File: config.mk
export PLATFORM = sky130hd
export DESIGN_NAME = ift_stim_player
export DESIGN_NICKNAME = d
export VERILOG_FILES = /design/src/rtl/ift_stim_pkg.sv /design/src/rtl/ift_stim_mem.sv /design/src/rtl/ift_stim_player.sv
export SDC_FILE = /design/constraint.sdc
export NUM_CORES = 2
export LEC_CHECK = 0
export ABC_AREA = 1
export BUFFER_PORTS_ARGS = -buffer_cell sky130_fd_sc_hd__buf_4
export CAP_MARGIN = 40
export CORE_UTILIZATION = 45
export CTS_CLUSTER_SIZE = 20
export DETAILED_ROUTE_END_ITERATION = 7
export SLEW_MARGIN = 30
export SYNTH_ARGS = -nofsm -noshare
export SYNTH_HDL_FRONTEND = slang
export SYNTH_HIERARCHICAL = 1
export SYNTH_SLANG_ARGS = --single-unit
File: constraint.sdc
create_clock -name clk -period 9.5 [get_ports clk]
set_clock_uncertainty 0.15 [all_clocks]
set_input_delay 1.425 -clock clk [delete_from_list [all_inputs] [get_ports clk]]
set_output_delay 1.425 -clock clk [all_outputs]
set_load 0.02 [all_outputs]
File: src/rtl/ift_stim_pkg.sv
// Shared definitions for the IFT stimulus player: FSM state encodings and
// helpers describing how a stimulus entry is packed as {data, taint, delay}.
package ift_stim_pkg;

  // Player FSM state encodings
  localparam logic [1:0] ST_IDLE  = 2'd0;
  localparam logic [1:0] ST_FETCH = 2'd1;
  localparam logic [1:0] ST_PLAY  = 2'd2;
  localparam logic [1:0] ST_FIN   = 2'd3;

  // Total width of one packed stimulus entry
  function automatic int entry_width(int num_ch, int data_w, int taint_w, int delay_w);
    return num_ch * data_w + num_ch * taint_w + delay_w;
  endfunction

  // The delay field occupies the LSBs of an entry
  function automatic int delay_lsb();
    return 0;
  endfunction

  // The taint field sits directly above the delay field
  function automatic int taint_lsb(int delay_w);
    return delay_w;
  endfunction

  // The data field occupies the MSBs of an entry
  function automatic int data_lsb(int num_ch, int taint_w, int delay_w);
    return delay_w + num_ch * taint_w;
  endfunction

endpackage

File: src/rtl/ift_stim_mem.sv
// Stimulus storage: simple dual-port RAM with one write port and one
// registered read port (1-cycle read latency). Contents are never reset.
module ift_stim_mem
  import ift_stim_pkg::*;
#(
  parameter int WIDTH  = 8,
  parameter int DEPTH  = 16,
  parameter int ADDR_W = $clog2(DEPTH)
) (
  input  logic              clk,
  input  logic              wr_en_i,
  input  logic [ADDR_W-1:0] wr_addr_i,
  input  logic [WIDTH-1:0]  wr_data_i,
  input  logic              rd_en_i,
  input  logic [ADDR_W-1:0] rd_addr_i,
  output logic [WIDTH-1:0]  rd_data_o
);

  logic [WIDTH-1:0] mem_q [DEPTH];

  // Write port plus registered read port, kept reset-free so it maps to block RAM
  always_ff @(posedge clk) begin
    if (wr_en_i) mem_q[wr_addr_i] <= wr_data_i;
    if (rd_en_i) rd_data_o <= mem_q[rd_addr_i];
  end

endmodule

File: src/rtl/ift_stim_player.sv
// IFT stimulus replay engine. Plays cfg_len entries of {data, taint, delay}
// from a local RAM, holding each entry max(delay,1) cycles, optionally looping.
// The RAM read register acts as a one-entry prefetch buffer: the next entry is
// read at the same edge the current one is moved onto the outputs, so entries
// run back-to-back even with a hold of 1 and across the loop wrap.
// Optional build macro: IFT_STIM_TAINT_MASK_EN adds taint_mask_i, which zeroes
// taint_o per channel combinationally.
module ift_stim_player
  import ift_stim_pkg::*;
#(
  parameter int NUM_CH  = 2,
  parameter int DATA_W  = 1,
  parameter int TAINT_W = 32,
  parameter int DELAY_W = 32,
  parameter int DEPTH   = 16,
  parameter int ADDR_W  = $clog2(DEPTH)
) (
  input  logic                                         clk,
  input  logic                                         rst_n,
  input  logic                                         wr_en_i,
  input  logic [ADDR_W-1:0]                            wr_addr_i,
  input  logic [NUM_CH*DATA_W+NUM_CH*TAINT_W+DELAY_W-1:0] wr_data_i,
  input  logic [ADDR_W:0]                              cfg_len_i,
  input  logic                                         cfg_loop_i,
  input  logic                                         start_i,
  input  logic                                         stop_i,
`ifdef IFT_STIM_TAINT_MASK_EN
  input  logic [NUM_CH-1:0]                            taint_mask_i,
`endif
  output logic [NUM_CH*DATA_W-1:0]                     data_o,
  output logic [NUM_CH*TAINT_W-1:0]                    taint_o,
  output logic                                         valid_o,
  output logic [ADDR_W-1:0]                            idx_o,
  output logic                                         busy_o,
  output logic                                         done_o
);

  localparam int ENTRY_W = entry_width(NUM_CH, DATA_W, TAINT_W, DELAY_W);
  localparam int DLY_LSB = delay_lsb();
  localparam int TNT_LSB = taint_lsb(DELAY_W);
  localparam int DAT_LSB = data_lsb(NUM_CH, TAINT_W, DELAY_W);
  localparam logic [ADDR_W:0]    DEPTH_L = (ADDR_W + 1)'(DEPTH);
  localparam logic [DELAY_W-1:0] ONE_L   = DELAY_W'(1);

  logic [1:0]                 state_q, state_d;
  logic [ADDR_W:0]            len_q, len_d;
  logic                       loop_q, loop_d;
  logic [ADDR_W-1:0]          rd_ptr_q, rd_ptr_d;
  logic [ADDR_W-1:0]          rd_idx_q, rd_idx_d;
  logic [DELAY_W-1:0]         cnt_q, cnt_d;
  logic [NUM_CH*DATA_W-1:0]   data_q, data_d;
  logic [NUM_CH*TAINT_W-1:0]  taint_q, taint_d;
  logic                       valid_q, valid_d;
  logic [ADDR_W-1:0]          idx_q, idx_d;
  logic                       done_q, done_d;

  logic [ENTRY_W-1:0]         rd_data;
  logic                       rd_en;
  logic [ADDR_W-1:0]          rd_addr;
  logic [ADDR_W-1:0]          rd_next;
  logic [ADDR_W:0]            last_idx;
  logic [ADDR_W:0]            len_clip;
  logic [DELAY_W-1:0]         rd_delay;
  logic [DELAY_W-1:0]         rd_hold;

  ift_stim_mem #(
    .WIDTH (ENTRY_W),
    .DEPTH (DEPTH),
    .ADDR_W(ADDR_W)
  ) u_mem (
    .clk      (clk),
    .wr_en_i  (wr_en_i && (state_q == ST_IDLE)),
    .wr_addr_i(wr_addr_i),
    .wr_data_i(wr_data_i),
    .rd_en_i  (rd_en),
    .rd_addr_i(rd_addr),
    .rd_data_o(rd_data)
  );

  // Prefetch address and its successor, wrapping at the last played entry
  always_comb begin
    last_idx = len_q - 1'b1;
    len_clip = (cfg_len_i > DEPTH_L) ? DEPTH_L : cfg_len_i;
    rd_addr  = (state_q == ST_FETCH) ? '0 : rd_ptr_q;
    rd_next  = ({1'b0, rd_addr} == last_idx) ? '0 : rd_addr + 1'b1;
    rd_delay = rd_data[DLY_LSB +: DELAY_W];
    rd_hold  = (rd_delay == '0) ? ONE_L : rd_delay;
  end

  // Playback FSM: next-state, prefetch and output-register logic
  always_comb begin
    state_d  = state_q;
    len_d    = len_q;
    loop_d   = loop_q;
    rd_ptr_d = rd_ptr_q;
    rd_idx_d = rd_idx_q;
    cnt_d    = cnt_q;
    data_d   = data_q;
    taint_d  = taint_q;
    valid_d  = valid_q;
    idx_d    = idx_q;
    done_d   = 1'b0;
    rd_en    = 1'b0;
    case (state_q)
      ST_IDLE: begin
        if (!stop_i && start_i) begin
          len_d  = len_clip;
          loop_d = cfg_loop_i;
          if (len_clip == '0) begin
            state_d = ST_FIN;
            done_d  = 1'b1;
          end else begin
            state_d = ST_FETCH;
          end
        end
      end
      ST_FETCH: begin
        if (stop_i) begin
          state_d = ST_IDLE;
        end else begin
          rd_en    = 1'b1;
          rd_ptr_d = rd_next;
          rd_idx_d = rd_addr;
          state_d  = ST_PLAY;
        end
      end
      ST_PLAY: begin
        if (stop_i) begin
          state_d = ST_IDLE;
          data_d  = '0;
          taint_d = '0;
          valid_d = 1'b0;
          idx_d   = '0;
          cnt_d   = '0;
        end else if (!valid_q || cnt_q == ONE_L) begin
          if (valid_q && ({1'b0, idx_q} == last_idx) && !loop_q) begin
            state_d = ST_FIN;
            done_d  = 1'b1;
            data_d  = '0;
            taint_d = '0;
            valid_d = 1'b0;
            idx_d   = '0;
            cnt_d   = '0;
          end else begin
            data_d   = rd_data[DAT_LSB +: NUM_CH*DATA_W];
            taint_d  = rd_data[TNT_LSB +: NUM_CH*TAINT_W];
            valid_d  = 1'b1;
            idx_d    = rd_idx_q;
            cnt_d    = rd_hold;
            rd_en    = 1'b1;
            rd_ptr_d = rd_next;
            rd_idx_d = rd_addr;
          end
        end else begin
          cnt_d = cnt_q - 1'b1;
        end
      end
      default: state_d = ST_IDLE;
    endcase
  end

  // State and output registers with asynchronous active-low reset
  always_ff @(posedge clk or negedge rst_n) begin
    if (!rst_n) begin
      state_q  <= ST_IDLE;
      len_q    <= '0;
      loop_q   <= 1'b0;
      rd_ptr_q <= '0;
      rd_idx_q <= '0;
      cnt_q    <= '0;
      data_q   <= '0;
      taint_q  <= '0;
      valid_q  <= 1'b0;
      idx_q    <= '0;
      done_q   <= 1'b0;
    end else begin
      state_q  <= state_d;
      len_q    <= len_d;
      loop_q   <= loop_d;
      rd_ptr_q <= rd_ptr_d;
      rd_idx_q <= rd_idx_d;
      cnt_q    <= cnt_d;
      data_q   <= data_d;
      taint_q  <= taint_d;
      valid_q  <= valid_d;
      idx_q    <= idx_d;
      done_q   <= done_d;
    end
  end

  assign data_o  = data_q;
  assign valid_o = valid_q;
  assign idx_o   = idx_q;
  assign busy_o  = (state_q != ST_IDLE);
  assign done_o  = done_q;

`ifdef IFT_STIM_TAINT_MASK_EN
  // Per-channel taint gating, combinational so mask changes show immediately
  for (genvar gi = 0; gi < NUM_CH; gi++) begin : g_mask
    assign taint_o[gi*TAINT_W +: TAINT_W] = taint_mask_i[gi] ? taint_q[gi*TAINT_W +: TAINT_W] : '0;
  end
`else
  assign taint_o = taint_q;
`endif

endmodule
======== Word-level counts from Yosys, hierarchy flattened ========
Memory sizes are Yosys's and may differ from the RTL's. A register that Yosys moved wholly into a read port is not among the register bits.
Cells that the tools add are included.
storage, ports and cells
  register bits ........................... 120
  bits in writable memories ............... 1568
  input bits .............................. 113
  word-level logic and storage cells ...... 94
  memories ................................ 1
memory list
  name         words  bits a word  read ports  clocked after memory_dff  wr ports  RTL line            RTL
  u_mem.mem_q  16     98           1           1                         1         ift_stim_mem.sv:19  logic [WIDTH-1:0] mem_q [DEPTH];
cells by class
  $add $sub $neg .......................... 3
  $lt $le $gt $ge ......................... 1
  equality and inequality tests ........... 12
  muxes and demuxes ....................... 48
  reductions and logical operators ........ 18
operators with widths
  kind                     number
  $mux W64                 3
  $mux W32                 4
  $mux W4                  13
  $eq A32 B1 Y1 const B    1
  $logic_not A32 Y1        1
  $sub A32 B1 Y32 const B  1
  $mux W2                  9
  $pmux W4 S2              2
  $mux W1                  13
  $eq A4 B5 Y1             2
  $ne A2 B2 Y1 const B     4
  $ne A3 B3 Y1 const B     2
  $pmux W2 S3              1
  $reduce_bool A2 Y1       3
  $gt A5 B5 Y1 const B     1
  $logic_not A5 Y1         1
  $mux W5                  1
  $reduce_and A5 Y1        1
  $sub A5 B1 Y5 const B    1
  $add A4 B1 Y4 const B    1
  $logic_and A1 B1 Y1      4
  $pmux W1 S2              2
  $reduce_and A2 Y1        2
  $logic_not A1 Y1         3
  6 further kinds          6

======== Depth between registers and ports, before layout ========
  word-level depth ........................ 8
  gate-level depth with buffers ........... 15
  mapped depth without buffers ............ 14

======== Cells and area by module ========
The synthesis kept the hierarchy.
modules (own cells, without submodules)
  module           times used  cells each  area an instance (um2)
  ift_stim_mem     1           6433        69832.0
  ift_stim_player  1           932         6553.8

======== Worst setup path before layout ========
OpenSTA, ideal clock, no wires.
  path kind ............................... input port to flip-flop
  from .................................... input stop_i
  to ...................................... register u_mem.rd_data_o[0] (read register of u_mem.mem_q) (enable)
  arrival ................................. 8.932 ns
  slack ................................... -0.287 ns
  cell stages on the path ................. 4
  buffers on the path ..................... 1
  cells stage by stage .................... nor2_1 > buf_2 > nand2_1 > a21boi_0
on the way
  cells in the longest elaborated chain, start to end .. 2
  elaborated cells on any way between the ends .. 3
RTL lines
  element                            RTL line                                        RTL
  start: declaration                 ift_stim_player.sv:26                           input logic stop_i,
  $mux W1, on equally long branches  ift_stim_player.sv:128, ift_stim_player.sv:118
  $pmux W1 S2 *                      ift_stim_player.sv:104                          case (state_q)
  net rd_en                          ift_stim_player.sv:58                           logic rd_en;
  end: declaration                   ift_stim_mem.sv:16                              output logic [WIDTH-1:0] rd_data_o
Mark *: on every way through the listed nets, which the timed path passes. The rest lies on a longest branch.
A chain may end at the register's enable or synchronous reset.

======== Worst setup path in the final report ========
  from .................................... register cnt_q[4]
  to ...................................... register u_mem.rd_data_o[42] (read register of u_mem.mem_q) (enable)
on the way
  cells in the longest elaborated chain, start to end .. 5
RTL lines
  element                   RTL line                RTL
  start: declaration        ift_stim_player.sv:50   logic [DELAY_W-1:0] cnt_q, cnt_d;
  start signal: assignment  ift_stim_player.sv:182  cnt_q <= cnt_d;
  $eq A32 B1 Y1             ift_stim_player.sv:135  end else if (!valid_q || cnt_q == ONE_L) begin
  $logic_or A1 B1 Y1        ift_stim_player.sv:135
  $mux W1                   ift_stim_player.sv:135
  $mux W1                   ift_stim_player.sv:128  if (stop_i) begin
  $pmux W1 S2               ift_stim_player.sv:104
  net rd_en                 ift_stim_player.sv:58
The timed path passes the listed nets, and every way through them passes these cells.

==> summary.md <==
| Metric | Value |
|---|---|
| Fmax | `0.229 GHz` |
| Clock Latency Late Sink | `820 ps` |
| Area growth syn-to-layout | `12.8%` |
| Average cell area after synthesis | `10.4 um2` |
| CP Cell Sequence | `nor2_1 -> nand2_1 -> nor2_1 -> nand2_1 -> nor2_1 -> nor2_2 -> buf_4 -> nor2_4 -> nand2_1 -> a21boi_4 -> buf_4` |
| Fin crit share | `0.460` |
| First-pass GRT wire length | `302 mm` |
| Bufs on Longest Clock Path | `3` |
| Gr usage total | `0.232` |
| Slew @ Worst Pin | `1060 ps` |
| Hold_sp | `taint_o[46]` |
| Crit start category | `flop` |
| Vias per inst | `5.14` |
| FF-to-FF End | `u_mem/rd_data_o[42]` |
| Top FF cell, synth | `edfxtp_1` |
| Final WS setup | `5130 ps` |
| Result of the run | `completed` |
| Initial core utilization | `0.455` |
| Leak Pwr | `36.6 nW` |
| Final TNS setup | `0 ps` |
| Total gr overflow | `0` |
| Slowest-stage cell, CP | `buf_4` |
| Worst path bufs/invs | `2` |
| Cell count after synthesis | `7365` |
| Hold Crit Depth | `2` |
| Peak VDD IR | `240 uV` |
| Clock-pin slew on the worst setup and hold paths | `60 ps` |
| Crit path time final | `4370 ps` |
| Sequential cell area fraction in the yosys report | `0.694` |
| Async SR Flop Fraction | `0.0672` |
| Root Driver | `clkbuf_16` |
| Drc violations | `0` |
| Worst slack, placed | `4830 ps` |
| # setup viols final | `0` |
| Vias in the first global route | `49100` |
| Post-DP HPWL | `107 mm` |
| Fill count | `14800` |
| Io pins | `186` |
| Delay-heaviest family, CP | `simple AND/OR/NAND/NOR gates` |
| Post-route ant nets | `0` |
| CP max FO | `44` |
| Reg2reg path depth | `11` |
| CTS resizes | `0` |
| H-tree depth | `4` |
| Drt pass-1 iters | `6` |
| RSZ-0062 raised after global routing | `no` |
| Hold buffers post-CTS | `0` |
| DR WL/cell | `20.3 um` |
| Port bufs | `185` |
| Starting DRC count in detailed routing | `4747` |
| DIE AREA | `171000 um2` |
| Cell area after synthesis | `76400 um2` |
| Peak per-stage delay on the critical path | `700 ps` |
| Relative slew slack | `0.292` |
| # Post-CTS Setup Buffers | `0` |
| Total CTS buffers | `187` |
| Largest net degree at the start of global routing | `185` |
| Share of layout cells above drive strength 1 | `0.0763` |
| Crit Path Category | `flop to flop` |
| CTS tree | `yes` |
| HP Class | `flop to flop` |
| Distinct cells, synth | `28` |
| Synth area leader | `edfxtp_1` |
| Number of max-cap violations | `0` |
| Number of synthesized flops with an enable pin | `1666` |
| Final WL | `200 mm` |
| Height of the die | `414 um` |
| Post-synth net total | `7486` |
| Hold EP | `taint_o[46]` |
| DR vias | `50600` |
| Area contributors post-synth | `edfxtp_1 (65%), nand2_1 (12%), nand3_1 (8.3%)` |
| Crit Reg-Reg Startpoint | `cnt_q[4]` |
| Worst EP required | `9780 ps` |
| Flops & latches, synth | `1786` |
| GPL Wtd Cong | `0.816` |
| R2R Setup Slk | `5130 ps` |
| Fin. Hold Viols | `0` |
| Max Slew Vio Count | `0` |
| # clock sinks | `1786` |
| Initial antenna violation count | `14` |
| DIE WIDTH | `414 um` |
| Crit path DAT | `4650 ps` |
| Yosys warns | `6` |
| Core area | `168000 um2` |
| CP endpoint kind | `flop` |
| Final #Nets | `7611` |
| Top-area cell type share of the netlist area | `0.655` |
| PD cells | `272 nW/um2` |
| # rows | `150` |
==> Yosys cell counts, drive strengths merged, types with 5 or more instances <==
cell       n
buf      303
nand3   1268
nor2     115
nor3       8
dfrtp    120
clkbuf    57
ha         8
nand2   2493
o21bai     5
o21ai     60
inv     1229
xor2      16
xnor2      6
edfxtp  1666
==> worst reg2reg max path, stage by stage, from the launching register on <==
cell	delay, ps
dfrtp_1	410
nor2_1	210
nand2_1	130
nor2_1	130
nand2_1	130
nor2_1	150
nor2_2	40
buf_4	240
nor2_4	690
nand2_1	240
a21boi_4	670
buf_4	720
==> cell families (layout without fill, tap and decap cells) <==
logic type / count (synthesis) / in the layout / share of synthesized area
other: 0 / 5 / 0
and+or+nand+nor: 3888 / 3888 / 0.212
AOI/OAI and AO/OA: 71 / 71 / 0.00518
adders and majority gates: 8 / 8 / 0.00131
buffers and inverters: 1590 / 1869 / 0.0844
DFF: 1786 / 1786 / 0.694
xor gates and xnor gates: 22 / 22 / 0.00252
==> layout by cell type (no fill, tap or decap), types with 2 or more instances in the layout <==
master	instances
buf_4	253
xor2_1	16
a21oi_1	3
inv_6	7
buf_16	16
o21ai_1	40
nand4_1	3
dfrtp_1	120
nor2_1	98
buf_12	21
ha_1	8
clkinv_8	4
nand2_1	2493
nor2_2	3
o21ai_4	2
nor2_4	14
diode_2	5
o22ai_1	2
inv_1	1222
o21ai_0	18
clkinv_2	25
inv_8	2
nand3_1	1268
bufinv_16	6
clkinv_1	36
nor3_2	8
clkbuf_16	191
buf_6	6
o21bai_1	5
edfxtp_1	1666
clkinvlp_4	5
xnor2_1	6
inv_2	2
clkbuf_1	56
clkbuf_8	13
inv_16	2
==> routing by layer <==
metal  up-vias  routed length, um  global-route usage  share of wire
met4         8               5500              0.0760          0.028
met1     24600              85200               0.311           0.43
li1      24100                  -                   -              -
met2      1666              96700               0.389           0.48
met5         -                 55                   0        0.00028
met3       332              12600              0.0332          0.063
==> worst max path at each step <==
stage               startpoint                   to  slack, ps  cells past startpoint
floorplan              wr_en_i   u_mem/mem_q[10][0]        260                      4
global placement       wr_en_i   u_mem/mem_q[1][33]       4820                      7
detailed placement     wr_en_i   u_mem/mem_q[2][22]       4830                      8
CTS                 state_q[1]  u_mem/rd_data_o[16]       4990                     11
global route          cnt_q[4]  u_mem/rd_data_o[42]       4870                     11
finish                cnt_q[4]  u_mem/rd_data_o[42]       5130                     11
==> final cells by class <==
type                    count  area, um2  share of cell area
clock buffers             260       5170              0.0600
diodes                      5       12.5            0.000145
clock inverters            83        653             0.00758
flip-flops and latches   1786      53000               0.616
inverters                1230       4650              0.0540
repair buffers            296       2830              0.0328
well taps                2204       2760              0.0320
multi-input cells        3989      17100               0.198
==> metrics by stage <==
step	area (um2)	hold slack, ps	cells	total power [mW]	util
detailed placement	80100	310	9496	16.5	0.477
finish	86200	321	9853	23.4	0.513
CTS	85900	325	9839	23.5	0.512
global placement	79600	307	9475	16.4	0.474
global route	86200	332	9852	24.7	0.513
floorplan	76400	292	7365	14.4	-
==> power breakdown <==
| part | leakage (nW) | switching (mW) | internal, mW | total [mW] |
|---|---|---|---|---|
| Clock | 2.83 | 3.00 | 3.96 | 6.96 |
| Combinational | 17.2 | 4.92 | 2.05 | 6.97 |
| Sequential | 16.6 | 0.280 | 9.21 | 9.49 |
| Total | 36.6 | 8.20 | 15.2 | 23.4 |
==> registers in the layout, indices dropped and copies added, names as in the netlist <==
register	cells
rd_idx_q	4
loop_q	1
u_mem/mem_q	1568
data_o	2
taint_o	64
cnt_q	32
len_q	5
valid_o	1
rd_ptr_q	4
done_o	1
state_q	2
idx_o	4
u_mem/rd_data_o	98
Note: power is estimated with default switching activity, not from simulation.
